--- config.mk ---
export PLATFORM = sky130hd
export DESIGN_NAME = apb_mem_stub
export DESIGN_NICKNAME = d
export VERILOG_FILES = /design/src/rtl/apb_mem_stub.sv
export SDC_FILE = /design/constraint.sdc
export NUM_CORES = 2
export LEC_CHECK = 0
export ABC_AREA = 1
export BUFFER_PORTS_ARGS = -buffer_cell sky130_fd_sc_hd__buf_4
export CELL_PAD_IN_SITES_DETAIL_PLACEMENT = 1
export CELL_PAD_IN_SITES_GLOBAL_PLACEMENT = 2
export CORE_MARGIN = 4
export CORE_UTILIZATION = 31
export CTS_BUF_LIST = sky130_fd_sc_hd__clkbuf_8
export CTS_CLUSTER_DIAMETER = 200
export DETAILED_ROUTE_END_ITERATION = 7
export GPL_TIMING_DRIVEN = 1
export PLACE_DENSITY = 0.67
export SKIP_LAST_GASP = 1
export SYNTH_ARGS = -nofsm -noshare
export SYNTH_HDL_FRONTEND = slang
export SYNTH_SLANG_ARGS = --single-unit
--- constraint.sdc ---
create_clock -name pclk -period 3.9 [get_ports pclk]
set_clock_uncertainty 0.05 [all_clocks]
set_input_delay 0.78 -clock pclk [delete_from_list [all_inputs] [get_ports pclk]]
set_output_delay 0.78 -clock pclk [all_outputs]
set_load 0.01 [all_outputs]
--- src/rtl/apb_mem_stub.sv ---
// ---------------------------------------------------------------------------
// apb_mem_stub
//   APB4 completer model: a word-addressed memory of DEPTH words with byte
//   strobes, fixed or pseudo-random wait states, and an error response for
//   accesses beyond the populated address range.
//
// Ports
//   pclk     in   clock
//   preset   in   synchronous reset, active-high
//   psel     in   completer select
//   penable  in   access phase
//   pprot    in   protection attributes (accepted, never cause an error)
//   pwrite   in   1 = write, 0 = read
//   paddr    in   byte address; the low DSIZE bits are ignored
//   pstrb    in   write byte strobes
//   pwdata   in   write data
//   prdata   out  read data, nonzero only while pready=1 on an error-free read
//   pready   out  transfer complete
//   pslverr  out  error response, only asserted together with pready
// ---------------------------------------------------------------------------
module apb_mem_stub #(
    parameter int         AWIDTH    = 10,
    parameter int         DSIZE     = 2,
    parameter int         DEPTH     = 64,
    parameter int         WAITS     = 0,
    parameter int         WAIT_MODE = 0,
    parameter logic [7:0] LFSR_SEED = 8'h01
) (
    input  logic                        pclk,
    input  logic                        preset,
    input  logic                        psel,
    input  logic                        penable,
    input  logic [2:0]                  pprot,
    input  logic                        pwrite,
    input  logic [AWIDTH-1:0]           paddr,
    input  logic [(1<<DSIZE)-1:0]       pstrb,
    input  logic [(1<<DSIZE)*8-1:0]     pwdata,
    output logic [(1<<DSIZE)*8-1:0]     prdata,
    output logic                        pready,
    output logic                        pslverr
);

    localparam int DBYTES = 1 << DSIZE;
    localparam int DWIDTH = DBYTES * 8;
    localparam int IDXW   = $clog2(DEPTH);
    // One extra bit so a fully populated address space never flags an error.
    localparam logic [AWIDTH:0] LIMIT = (AWIDTH+1)'(DEPTH * DBYTES);

    typedef enum logic {
        ST_IDLE,
        ST_ACCESS
    } state_t;

    state_t            state_q, state_d;
    logic [IDXW-1:0]   idx_q, idx_d;
    logic              err_q, err_d;
    logic [3:0]        cnt_q, cnt_d;
    logic [7:0]        lfsr_q, lfsr_d;

    logic [DWIDTH-1:0] mem_q [DEPTH];
    logic [DWIDTH-1:0] wr_word;
    logic              complete;
    logic              setup;
    logic [7:0]        lfsr_mod;
    logic              lfsr_fb;
    logic              unused_bits;

    // Protection attributes and the upper bits of the modulo result carry no
    // meaning for this model.
    assign unused_bits = ^{pprot, lfsr_mod[7:4]};

    // x^8+x^6+x^5+x^4+1, Fibonacci form shifting towards the MSB.
    assign lfsr_fb  = lfsr_q[7] ^ lfsr_q[5] ^ lfsr_q[4] ^ lfsr_q[3];
    assign lfsr_mod = lfsr_q % 8'(WAITS + 1);

    assign setup    = psel && !penable;
    assign pready   = (state_q == ST_ACCESS) && (cnt_q == 4'd0);
    assign complete = pready && psel && penable;
    assign pslverr  = err_q && pready;
    assign prdata   = (pready && !pwrite && !err_q) ? mem_q[idx_q] : '0;

    // Byte-merged word written back on an error-free write completion.
    genvar gi;
    generate
        for (gi = 0; gi < DBYTES; gi++) begin : g_merge
            assign wr_word[gi*8 +: 8] = pstrb[gi] ? pwdata[gi*8 +: 8]
                                                  : mem_q[idx_q][gi*8 +: 8];
        end
    endgenerate

    always_comb begin
        state_d = state_q;
        idx_d   = idx_q;
        err_d   = err_q;
        cnt_d   = cnt_q;
        lfsr_d  = lfsr_q;
        case (state_q)
            ST_IDLE: begin
                // penable without a preceding setup phase is ignored here.
                if (setup) begin
                    state_d = ST_ACCESS;
                    idx_d   = paddr[DSIZE +: IDXW];
                    err_d   = ({1'b0, paddr} >= LIMIT);
                    cnt_d   = (WAIT_MODE == 1) ? lfsr_mod[3:0] : 4'(WAITS);
                    lfsr_d  = {lfsr_q[6:0], lfsr_fb};
                end
            end
            ST_ACCESS: begin
                if (!psel) begin
                    // Requester gave up: abort without touching memory.
                    state_d = ST_IDLE;
                end else if (penable) begin
                    if (cnt_q == 4'd0) begin
                        state_d = ST_IDLE;
                    end else begin
                        cnt_d = cnt_q - 4'd1;
                    end
                end
            end
            default: state_d = ST_IDLE;
        endcase
    end

    always_ff @(posedge pclk) begin
        if (preset) begin
            state_q <= ST_IDLE;
            idx_q   <= '0;
            err_q   <= 1'b0;
            cnt_q   <= 4'd0;
            lfsr_q  <= LFSR_SEED;
        end else begin
            state_q <= state_d;
            idx_q   <= idx_d;
            err_q   <= err_d;
            cnt_q   <= cnt_d;
            lfsr_q  <= lfsr_d;
        end
    end

    // Memory is cleared on reset, so it lives in flops rather than a RAM.
    always_ff @(posedge pclk) begin
        if (preset) begin
            for (int i = 0; i < DEPTH; i++) begin
                mem_q[i] <= '0;
            end
        end else if (complete && pwrite && !err_q) begin
            mem_q[idx_q] <= wr_word;
        end
    end

endmodule
==> impl.org <==
** Timing
- Hold timing on the final database bottoms out at a slack of 0.133 ns.
- The hold violation count in the final report was 0.
- Setup repair after global routing could not meet its margin everywhere.
- Worst relative slew slack :: 15.6%
- Total negative slack for setup checks :: -12.27 ns
- Slew Viols, Final :: 0
- Count of endpoints failing setup in the final report :: 32
- Worst-Margin Slew :: 1.26 ns
- Of the available clock period, the critical path in the final layout requires 111%.
- Setup slack of the critical path after layout :: -0.442 ns
- Final min period :: 4.34 ns
- Maximum clock frequency :: 230 MHz

** Worst setup path
- Of all nets on the critical path, the largest fanout is 8.
- The setup path with the least slack is of type flip-flop to output pin.
- RR Endpoint :: mem_q[14][12]
- At the worst endpoint, the required time is 3.07 ns.
- Register-to-register setup slack :: 0.42 ns
- Crit path DAT :: 3.51 ns
- STA classifies the critical path endpoint as an output pin.
- Critical Path Source Type :: flip-flop
- Number of cells on the worst reg-to-reg path :: 14

** Logic synthesis
- The share of synthesized area in the top cell type comes to 63.8%.
- Counting distinct cell types in the post-synthesis netlist gives 24.
- Net Count, Synth :: 9617
- Counting flops and latches in the post-synthesis netlist gives 2066.
- Cell type with the largest total area after synthesis :: sky130_fd_sc_hd__edfxtp_1
- Count of yosys warnings during synthesis :: 0
- By area the synthesized netlist is led by sky130_fd_sc_hd__edfxtp_1 (64%), sky130_fd_sc_hd__a21oi_1 (10%), sky130_fd_sc_hd__nand3_1 (10%), sky130_fd_sc_hd__nand2_1 (9.0%), sky130_fd_sc_hd__buf_2 (2.2%).
- Sequential cell area fraction in the yosys report :: 64.2%
- The average instance in the mapped netlist occupies 10.1 µm².
- After technology mapping, the gate count stands at 9562.
- Post-Synthesis Cell Area :: 96400 µm²

** Min path
- Along the worst hold path, the cell count comes to 3.
- The worst hold path belongs to the class input pin to flip-flop.
- Origin of the worst min-delay path :: paddr[3]
- Capture endpoint of the worst hold path :: idx_q[1]

** CTS
- TritonCTS clock tree :: done
- Number of H-tree branching levels :: 5
- Clock tree synthesis inserted a total of 381 buffers.
- Maximum clock path buffer count :: 4
- CTS sink count :: 2066
- Clock tree root driver cell :: sky130_fd_sc_hd__clkbuf_8
- Clock slew seen by the registers of the worst setup and hold paths :: 0.06 ns
- Clk_lat worst skew :: 1.10 ns

** Die
- Core ar. :: 309000 µm²
- The die is 566 µm wide.
- Die Area :: 320000 µm²
- Measured along the y axis, the die boundary spans 566 µm.
- Initial core utilization :: 31.2%
- After floorplanning, the core was divided into 204 placement rows.
- Boundary pin count :: 88

** Power and ir drop
- Max IR drop VDD :: 0.263 mV
- Pwr dens :: 464 nW/µm²
- Lkg Pwr :: 41.6 nW

** Route
- Iteration-0 DRC Markers :: 9193
- Post-DRT Antenna Nets :: 0
- Summing over every cut layer, the via total after detailed routing is 80400.
- Using the TritonRoute via totals, the vias-per-cell ratio works out to 5.75.
- WL final :: 432 mm
- Detail-routed net length per standard cell :: 30.9 µm
- The first detailed-routing pass took 8 iterations.
- For this run, design rule violations remaining after detail routing come to 0.

** GRT
- Number of global-route vias before repair :: 80700
- Global routing used 26.3% of the available tracks.
- The total overflow left after global routing is 0.
- The first global-routing pass estimated 607 mm of wire.
- Pin count of the biggest net entering global routing :: 72
- The initial antenna violation count was 15.

** Status
- Outcome :: finished, violations left
- Failing checks :: setup timing

** Cells and area
- Synthesis-to-finish area growth :: 18.6%
- Core Util, Final :: 37.0%
- Fraction of layout cells with a size suffix above 1 :: 15.6%
- The net count of the finished layout is 9612.

** Placement
- Port buffer count :: 82
- Setup slack after placement :: 0.0170 ns
- Placer Congestion :: 0.839
- The HPWL after detailed placement is 243 mm.

** Job
- Number of max-cap violations :: 0
[cells by family (layout without fill, tap and decap cells)]
group                    after synthesis  count (layout)  share of synthesized area [%]
other                                  0               5                              0
flip-flops                          2066            2066                           64.2
adder cells (fa/ha/maj)                1               1                         0.0130
AND/OR/NAND/NOR                     4363            4363                           19.8
AO/OA/AOI/OAI                       2067            2067                           10.9
buffers and inverters               1065            1356                           5.13
[Yosys cell counts (all sizes together)]
cell	count
o22ai	1
edfxtp	2048
a21oi	2058
nand3	1991
dfxtp	18
nor2	46
nand4	1
clkbuf	498
nand2	2315
inv	28
a211oi	1
buf	538
o21ai	7
nor3	10
ha	1
clkinv	1
[flip-flops by register name, summed over array words and instances (netlist names), named ones only]
name     flops
state_q      1
err_q        1
mem_q     2048
cnt_q        4
idx_q        6
[stage by stage]
stage               cell area [µm²]  cells  total power, W
detailed placement           104000  13200          0.0331
floorplan                     96400   9562          0.0294
global placement             104000  13200          0.0330
CTS                          114000  14000          0.0532
global route                 114000  14000          0.0548
finish                       114000  14000          0.0530
[how the worst max path moves through the flow]
| stage | startpoint | to | depth (start not counted) |
|---|---|---|---|
| 5_1_grt | flip-flop | prdata[12] | 16 |
| 2_1_floorplan | preset | mem_q[6][0] | 8 |
| 3_3_place_gp | flip-flop | prdata[12] | 11 |
| 3_5_place_dp | flip-flop | prdata[12] | 11 |
| 6_report | flip-flop | prdata[24] | 13 |
| 4_1_cts | flip-flop | prdata[11] | 14 |
[timing repair]
action                                  4_1_cts  5_1_grt
hold buffers                                  6        0
hold endpoints to repair                      7        0
resized for setup                           391       36
buffers inserted                             28        6
endpoints found under the setup margin       32       32
gates cloned                                 43        3
pin swaps                                    32        4
[cell type report]
| class | instances | area, µm² |
|---|---|---|
| diodes | 5 | 12.5 |
| repair buffers | 644 | 8310 |
| fillers | 34200 | 195000 |
| well taps | 4120 | 5150 |
| clock buffers | 384 | 5290 |
| flip-flops and latches | 2066 | 61900 |
| inverters | 29 | 155 |
| clock inverters | 295 | 1470 |
| multi-input cells | 6431 | 32000 |
| repair inverters | 4 | 45.0 |
[where the power goes]
group	switching (W)	leakage (nW)	internal (W)
registers	0.000217	21.3	0.0251
logic	0.00618	16.3	0.00215
clock network	0.00989	3.99	0.00952
[cells in the final DEF (no fill, tap or decap), drive strengths merged]
master and count:
nand2 2315, a21oi 2058, edfxtp 2048, nand3 1991, buf 613, clkbuf 387, inv 200, clkinv 118
nor2 46, bufbuf 22, dfxtp 18, nor3 10, o21ai 7, dlygate4sd3 6, diode 5, bufinv 5
clkinvlp 5, nand4 1, o22ai 1, a211oi 1, ha 1
[metal layers]
metal / routed length (µm) / global-route usage, %
met1: 179000 / 35.5
met2: 200000 / 42.3
met3: 33100 / 4.02
met4: 19700 / 11.2
met5: 24 / 0
[critical path: stages (launching register included)]
cell	delay, ns
sky130_fd_sc_hd__dfxtp_4	0.42
sky130_fd_sc_hd__buf_12	0.21
sky130_fd_sc_hd__buf_16	0.20
sky130_fd_sc_hd__buf_12	0.14
sky130_fd_sc_hd__bufbuf_16	0.26
sky130_fd_sc_hd__nand2_1	0.05
sky130_fd_sc_hd__nand3_1	0.08
sky130_fd_sc_hd__nand3_1	0.08
sky130_fd_sc_hd__nand3_1	0.26
sky130_fd_sc_hd__nand3_4	0.22
sky130_fd_sc_hd__nand3_4	0.16
sky130_fd_sc_hd__nand2_2	0.10
sky130_fd_sc_hd__nor2_1	0.11
sky130_fd_sc_hd__buf_4	0.13
Power figures use the tool's default switching activity.
